--- config.mk ---
export PLATFORM = sky130hd
export DESIGN_NAME = instr_fetch
export DESIGN_NICKNAME = d
export VERILOG_FILES = /design/src/rtl/instr_fetch.sv
export SDC_FILE = /design/constraint.sdc
export NUM_CORES = 1
export LEC_CHECK = 0
export BUFFER_PORTS_ARGS = -buffer_cell sky130_fd_sc_hd__buf_2
export CORE_UTILIZATION = 45
export DETAILED_ROUTE_END_ITERATION = 10
export MAX_ROUTING_LAYER = met4
export PLACE_DENSITY = 0.79
export SYNTH_ARGS = -nofsm -noshare
export SYNTH_HDL_FRONTEND = slang
export SYNTH_SLANG_ARGS = --single-unit
export TNS_END_PERCENT = 5
--- constraint.sdc ---
create_clock -name clk -period 1.5 [get_ports clk]
set_clock_uncertainty 0.15 [all_clocks]
set_input_delay 0.075 -clock clk [delete_from_list [all_inputs] [get_ports clk]]
set_output_delay 0.075 -clock clk [all_outputs]
set_load 0.02 [all_outputs]
--- src/rtl/instr_fetch.sv ---
`default_nettype none
// ============================================================================
// Module   : instr_fetch
// Brief    : PC / fetch stage ahead of a combinational-read Rom. Holds in BOOT
//            until clock lock, then fetches one instruction per cycle with
//            stall and redirect. Optional macro IFETCH_HALT_ON_WRAP_EN stops
//            fetch after the last Rom word instead of wrapping.
// Revision : 1.0 - initial release
// ============================================================================
module instr_fetch #(
  parameter int unsigned                 AddrWidth = 5,
  parameter int unsigned                 DataWidth = 32,
  parameter logic [AddrWidth-1:0]        ResetPc   = '0
) (
  input  logic                 clk,
  input  logic                 reset,
  input  logic                 locked,
  output logic [AddrWidth-1:0] addr,
  input  logic [DataWidth-1:0] data,
  input  logic                 stall,
  input  logic                 redirect_valid,
  input  logic [AddrWidth-1:0] redirect_target,
  output logic [DataWidth-1:0] instr,
  output logic [AddrWidth-1:0] instr_pc,
  output logic                 instr_valid,
  output logic                 halted
);

  typedef enum logic [1:0] {
    BOOT = 2'd0,
    RUN  = 2'd1,
    HALT = 2'd2
  } state_e;

  state_e               state_q;
  logic [AddrWidth-1:0] pc_q;
  logic [DataWidth-1:0] instr_q;
  logic [AddrWidth-1:0] instr_pc_q;
  logic                 instr_valid_q;
  logic                 halted_q;
  logic [AddrWidth-1:0] pc_inc_d;

  assign pc_inc_d = pc_q + 1'b1;

  always_ff @(posedge clk) begin
    if (reset) begin
      state_q       <= BOOT;
      pc_q          <= ResetPc;
      instr_q       <= '0;
      instr_pc_q    <= '0;
      instr_valid_q <= 1'b0;
      halted_q      <= 1'b0;
    end else begin
      case (state_q)
        BOOT: begin
          if (locked) state_q <= RUN;
        end
        RUN: begin
          if (redirect_valid) begin
            pc_q          <= redirect_target;
            instr_valid_q <= 1'b0;
          end else if (!stall) begin
            instr_q       <= data;
            instr_pc_q    <= pc_q;
            instr_valid_q <= 1'b1;
`ifdef IFETCH_HALT_ON_WRAP_EN
            // Last Rom word: keep the PC parked on it instead of wrapping.
            if (pc_q == {AddrWidth{1'b1}}) begin
              state_q  <= HALT;
              halted_q <= 1'b1;
            end else begin
              pc_q <= pc_inc_d;
            end
`else
            pc_q <= pc_inc_d;
`endif
          end
        end
`ifdef IFETCH_HALT_ON_WRAP_EN
        HALT: begin
          instr_valid_q <= 1'b0;
          if (redirect_valid) begin
            pc_q     <= redirect_target;
            halted_q <= 1'b0;
            state_q  <= RUN;
          end
        end
`endif
        default: state_q <= BOOT;
      endcase
    end
  end

  assign addr        = pc_q;
  assign instr       = instr_q;
  assign instr_pc    = instr_pc_q;
  assign instr_valid = instr_valid_q;
`ifdef IFETCH_HALT_ON_WRAP_EN
  assign halted      = halted_q;
`else
  assign halted      = 1'b0;
`endif

endmodule
`default_nettype wire

* Yosys cells after proc, flatten, opt, wreduce, memory -nomap -nowiden
Cells that the tools add are included.
** Storage, ports and cells
- Bits in registers :: 45
- Output and inout bits :: 44
- Logic and storage cells :: 22
** Operators by class
- Add/sub/neg operators :: 1
- Equality and inequality tests :: 3
- Multiplexer cells :: 6
- Bitwise gates (word level) :: 3
- Reduce and logical (&&, ||, !) cells :: 4
** Operator list (number)
- $mux W5 :: 2
- $add A5 B1 Y5 const B :: 1
- $pmux W2 S2 :: 1
- $reduce_and A2 Y1 :: 2
- $not A1 Y1 :: 3
- $reduce_and A3 Y1 :: 1
- $eq A2 B1 Y1 const B :: 1
- $logic_not A2 Y1 :: 1
- $mux W1 :: 2
- $mux W2 :: 1
- $ne A2 B1 Y1 const B :: 1
- $ne A2 B2 Y1 const B :: 1

* Longest topological paths before layout
- Word-level depth :: 3
- Depth in mapped cells :: 5

* Worst setup path after synthesis
No wires, ideal clock.
- Path kind :: register -> register
- Start point :: reg pc_q[0] (netlist: addr[0])
- End point :: reg pc_q[2] (netlist: addr[2])
- Library setup time :: 0.095 ns
- Arrival time :: 1.191 ns
- Required time :: 1.255 ns
- Path slack :: 0.064 ns
- Stages on the path, launching flop included :: 5
- Path buffers :: 0
- Cells stage by stage :: dfxtp_1 -> ha_1 -> nor2b_1 -> o21ai_0 -> a221oi_1
** Between the ends
- Cells in the longest elaborated chain, start to end :: 3
** RTL lines
- start, declared :: line 36 : logic [AddrWidth-1:0] pc_q;
- start signal, assigned :: line 48 : pc_q <= ResetPc;
- start signal, assigned :: line 60 : pc_q <= redirect_target;
- start signal, assigned :: line 75 : pc_q <= pc_inc_d;
- $add A5 B1 Y5 :: line 43 : assign pc_inc_d = pc_q + 1'b1;
- $mux W5 :: line 62 : end else if (!stall) begin
- $mux W5 :: line 59 : if (redirect_valid) begin
Every way passes these cells. The select of a mux whose other input is x is not followed.
A chain may end at the register's enable or synchronous reset.

* Worst setup path in the final report
- Start point :: reg state_q[0]
- End point :: reg instr_q[18] (netlist: instr[18])
** Between the ends
- Cells in the longest elaborated chain, start to end :: 2
** RTL lines
- start, declared :: line 35 : state_e state_q;
- start signal, assigned :: line 47 : state_q <= BOOT;
- start signal, assigned :: line 56 : if (locked) state_q <= RUN;
- start signal, assigned :: line 89 : default: state_q <= BOOT;
- $eq A2 B1 Y1 :: line 54 : case (state_q)
- $reduce_and A3 Y1 (no source line)
- end signal, assigned :: line 63 : instr_q <= data;
- end, declared :: line 37 : logic [DataWidth-1:0] instr_q;
Every way passes these cells.

==> summary.txt <==
CTS
  – Depth of the CTS H-tree: 2
  – Number of setup buffers added after CTS: 0
  – CTS tree: yes
  – Clk_lat worst skew: 0.29 ns
  – Worst-case clock buffer depth: 2
  – Num CTS Buffers: 5
  – CTS Sinks: 44
  – Number of resized instances in the post-cts repair step: 0
  – CTS root buffer: clkbuf_8
  – Hold_buf cts: 39
  – Clock slew seen by the registers of the worst setup and hold paths: 0.07 ns

Drt
  – Aggregate routed wire length: 4.555 mm
  – Mean number of vias per cell: 4.742
  – Number of routed nets with antenna violations: 0
  – DRC violations left: 0
  – Via count: 1802
  – Detailed-router iteration count before antenna repair: 6
  – Number of DRC markers in iteration 0: 115
  – Detailed-route wire length per cell: 11.99 µm

Worst setup path
  – CP Buf/Inv Count: 2
  – Worst setup path category: reg2reg
  – Critical Path End Type: flop
  – Startpoint type of the worst setup path: flop
  – Worst path arrival time: 1.44 ns
  – CP most frequent cell: buf_4
  – Crit-path cells: buf_4, nor3b_4, buf_4, nand2_1, a21oi_1
  – Crit-path slowest cell: dfxtp_1
  – Data required, critical path: 1.57 ns
  – Biggest fanout along the worst timing path: 18
  – Critical path's top delay family: buffers and inverters
  – Maximum single-stage delay on the critical path: 0.32 ns

Logic synthesis
  – Cell count after synthesis: 207
  – Warning count from the yosys run: 0
  – Number of synthesized flops with an enable pin: 0
  – Share of synthesized area occupied by flip-flops and latches: 0.5083
  – Average instance area after synthesis: 8.372 µm²
  – Proportion of register bits with asynchronous set or reset after synthesis: 0
  – Number of flip-flops and latches in the synthesized netlist: 44
  – Top_reg_cell synth: dfxtp_1
  – Netlist cell types: 28
  – Syn Nets: 250
  – Cell area after synthesis: 1733 µm²

Power and ir drop
  – Switching Share: 0.2472
  – Sequential share of power: 0.547
  – Int Pwr: 1692 µW
  – Clock share of power: 0.289
  – Sw power: 555.7 µW
  – Proportion of power drawn by combinational gates: 0.164
  – IR drop worst, VDD: 0.0007402 V
  – Reported leakage power: 0.001188 µW
  – Power per Cell Area: 848.9 nW/µm²
  – PnR Total Power: 2248 µW

Floorplan
  – Number of placed I/O pins: 86
  – Die Height: 64.06 µm
  – # rows: 22
  – Chip width: 64.06 µm
  – Area of the placeable core: 3689 µm²
  – Full die area: 4103 µm²
  – Starting utilization of the core area: 0.4698

Timing
  – Post-layout min period: 1.376 ns
  – Fraction of the cycle the final worst path needs: 0.9171
  – Timing-limited maximum frequency: 726.9 MHz
  – Number of slew-limit violations in the final report: 0
  – Setup violation total in the final timing report: 0
  – RSZ-0062 raised after global routing: false
  – Final total negative setup slack: 0 ns
  – Endpoints failing hold: 0

Layout
  – Share of post-route cells with drive strength above 1: 0.3253
  – Synthesis-to-finish area growth: 52.78%
  – Antenna cell count: 0
  – Final cell count without fillers: 380
  – Most common cell after layout, fill and taps aside: buf_2
  – Top library cells by usage in the layout, fill and taps aside: buf_2 (84), nand2_1 (76), dfxtp_1 (44), dlygate4sd3_1 (39), a21oi_1 (34)
  – Total Nets Final: 377
  – Filler cell count in the final layout: 296

GRT
  – First-pass GRT wire length: 7.493 mm
  – Largest net degree at the start of global routing: 21
  – Initial antenna violation count: 0
  – Overall Global Routing Usage: 0.2477
  – Vias in the first global route: 1747
  – Remaining global-route overflow: 0

Run
  – Number of violations of the max-capacitance limit: 0

Placement
  – Final estimated routing congestion in global placement: 0.8422
  – Placed wire-length estimate: 2.762 mm
  – Count of placed standard cells including taps: 336
  – Quantity of I/O buffers inserted on ports: 84

Hold path
  – Class of the tightest hold or removal check: in2reg

Run status
  – Run status: complete, no violations
==> cell usage after synthesis, drive strengths merged (2+ instances only) <==
cell	n	area share
a221oi	2	0.010
mux2i	3	0.017
clkbuf	5	0.011
nand2b	2	0.0072
nor2b	2	0.0072
nor2	3	0.0065
a211oi	2	0.0087
inv	3	0.0065
nand4	2	0.0072
a311oi	2	0.010
dfxtp	44	0.51
a31o	2	0.010
nand2	77	0.17
buf	10	0.056
a21oi	39	0.12
==> area by class of cell <==
class / count / area (µm²) / share of cell area
Tap cell: 48 / 60.06 / 0.02268
Sequential cell: 44 / 880.8 / 0.3327
Inverter: 3 / 11.26 / 0.004253
Timing Repair Buffer: 135 / 900.9 / 0.3403
Clock buffer: 5 / 68.82 / 0.02599
Multi-Input combinational cell: 145 / 725.7 / 0.2741
==> kinds of logic (layout without fill, tap and decap cells) <==
group                      after synthesis  after routing  synth area share
other                                    1              1          0.002164
muxes                                    3              3           0.01733
adders and majority gates                1              1          0.007219
buffers and inverters                   18            143           0.07293
DFF                                     44             44            0.5083
and+or+nand+nor                         90             90            0.2188
AOI/OAI and AO/OA                       50             50            0.1733
==> state kept, by name, summed over array words and instances, names as in the netlist <==
name and count:
addr 5, instr 32, instr_pc 5, instr_valid 1
state_q 1
==> worst min-delay path, stage by stage <==
cell	delay, ns
buf_2	0.15
nor2b_1	0.08
nor2_1	0.08
a211oi_1	0.05
==> power by group through the flow <==
| stage | clock (µW) | sequential, µW | combinational (µW) |
|---|---|---|---|
| 2_1_floorplan | 0 | 1300 | 123 |
| 3_3_place_gp | 0 | 1250 | 286 |
| 3_5_place_dp | 0 | 1260 | 287 |
| 4_1_cts | 666 | 1230 | 365 |
| 5_1_grt | 722 | 1230 | 403 |
| 6_report | 649 | 1230 | 370 |
==> worst paths after layout <==
kind | from | to | slack [ns] | cells past startpoint
worst min-delay path | stall | instr_valid | 0.04 | 4
worst max register to register | state_q[0] | instr[18] | 0.12 | 5
worst max-delay path | state_q[0] | instr[18] | 0.12 | 5
worst min register to register | instr[16] | instr[16] | 0.30 | 2
==> through the flow <==
stage                     setup slack, ns    util  instance area [µm²]  hold WS [ns]
after detailed placement           0.1401  0.5933                 2188        0.1356
after global routing            0.0005165  0.7178                 2648       0.06294
after CTS                          0.1188  0.7178                 2648       0.04308
after floorplan                   0.06359       -                 1733       0.04082
after global placement             0.1451  0.5933                 2188        0.1351
final                              0.1244  0.7178                 2648       0.04275
==> layer usage <==
layer	share of wire	up-vias	wire, µm	global-route usage
met2	0.52	65	2355	0.4508
li1	-	934	-	-
met1	0.42	794	1914	0.2578
met5	0	-	0	-
met3	0.042	9	191	0.04464
met4	0.020	0	93	0.1108
Note: power is estimated with default switching activity, not from simulation.
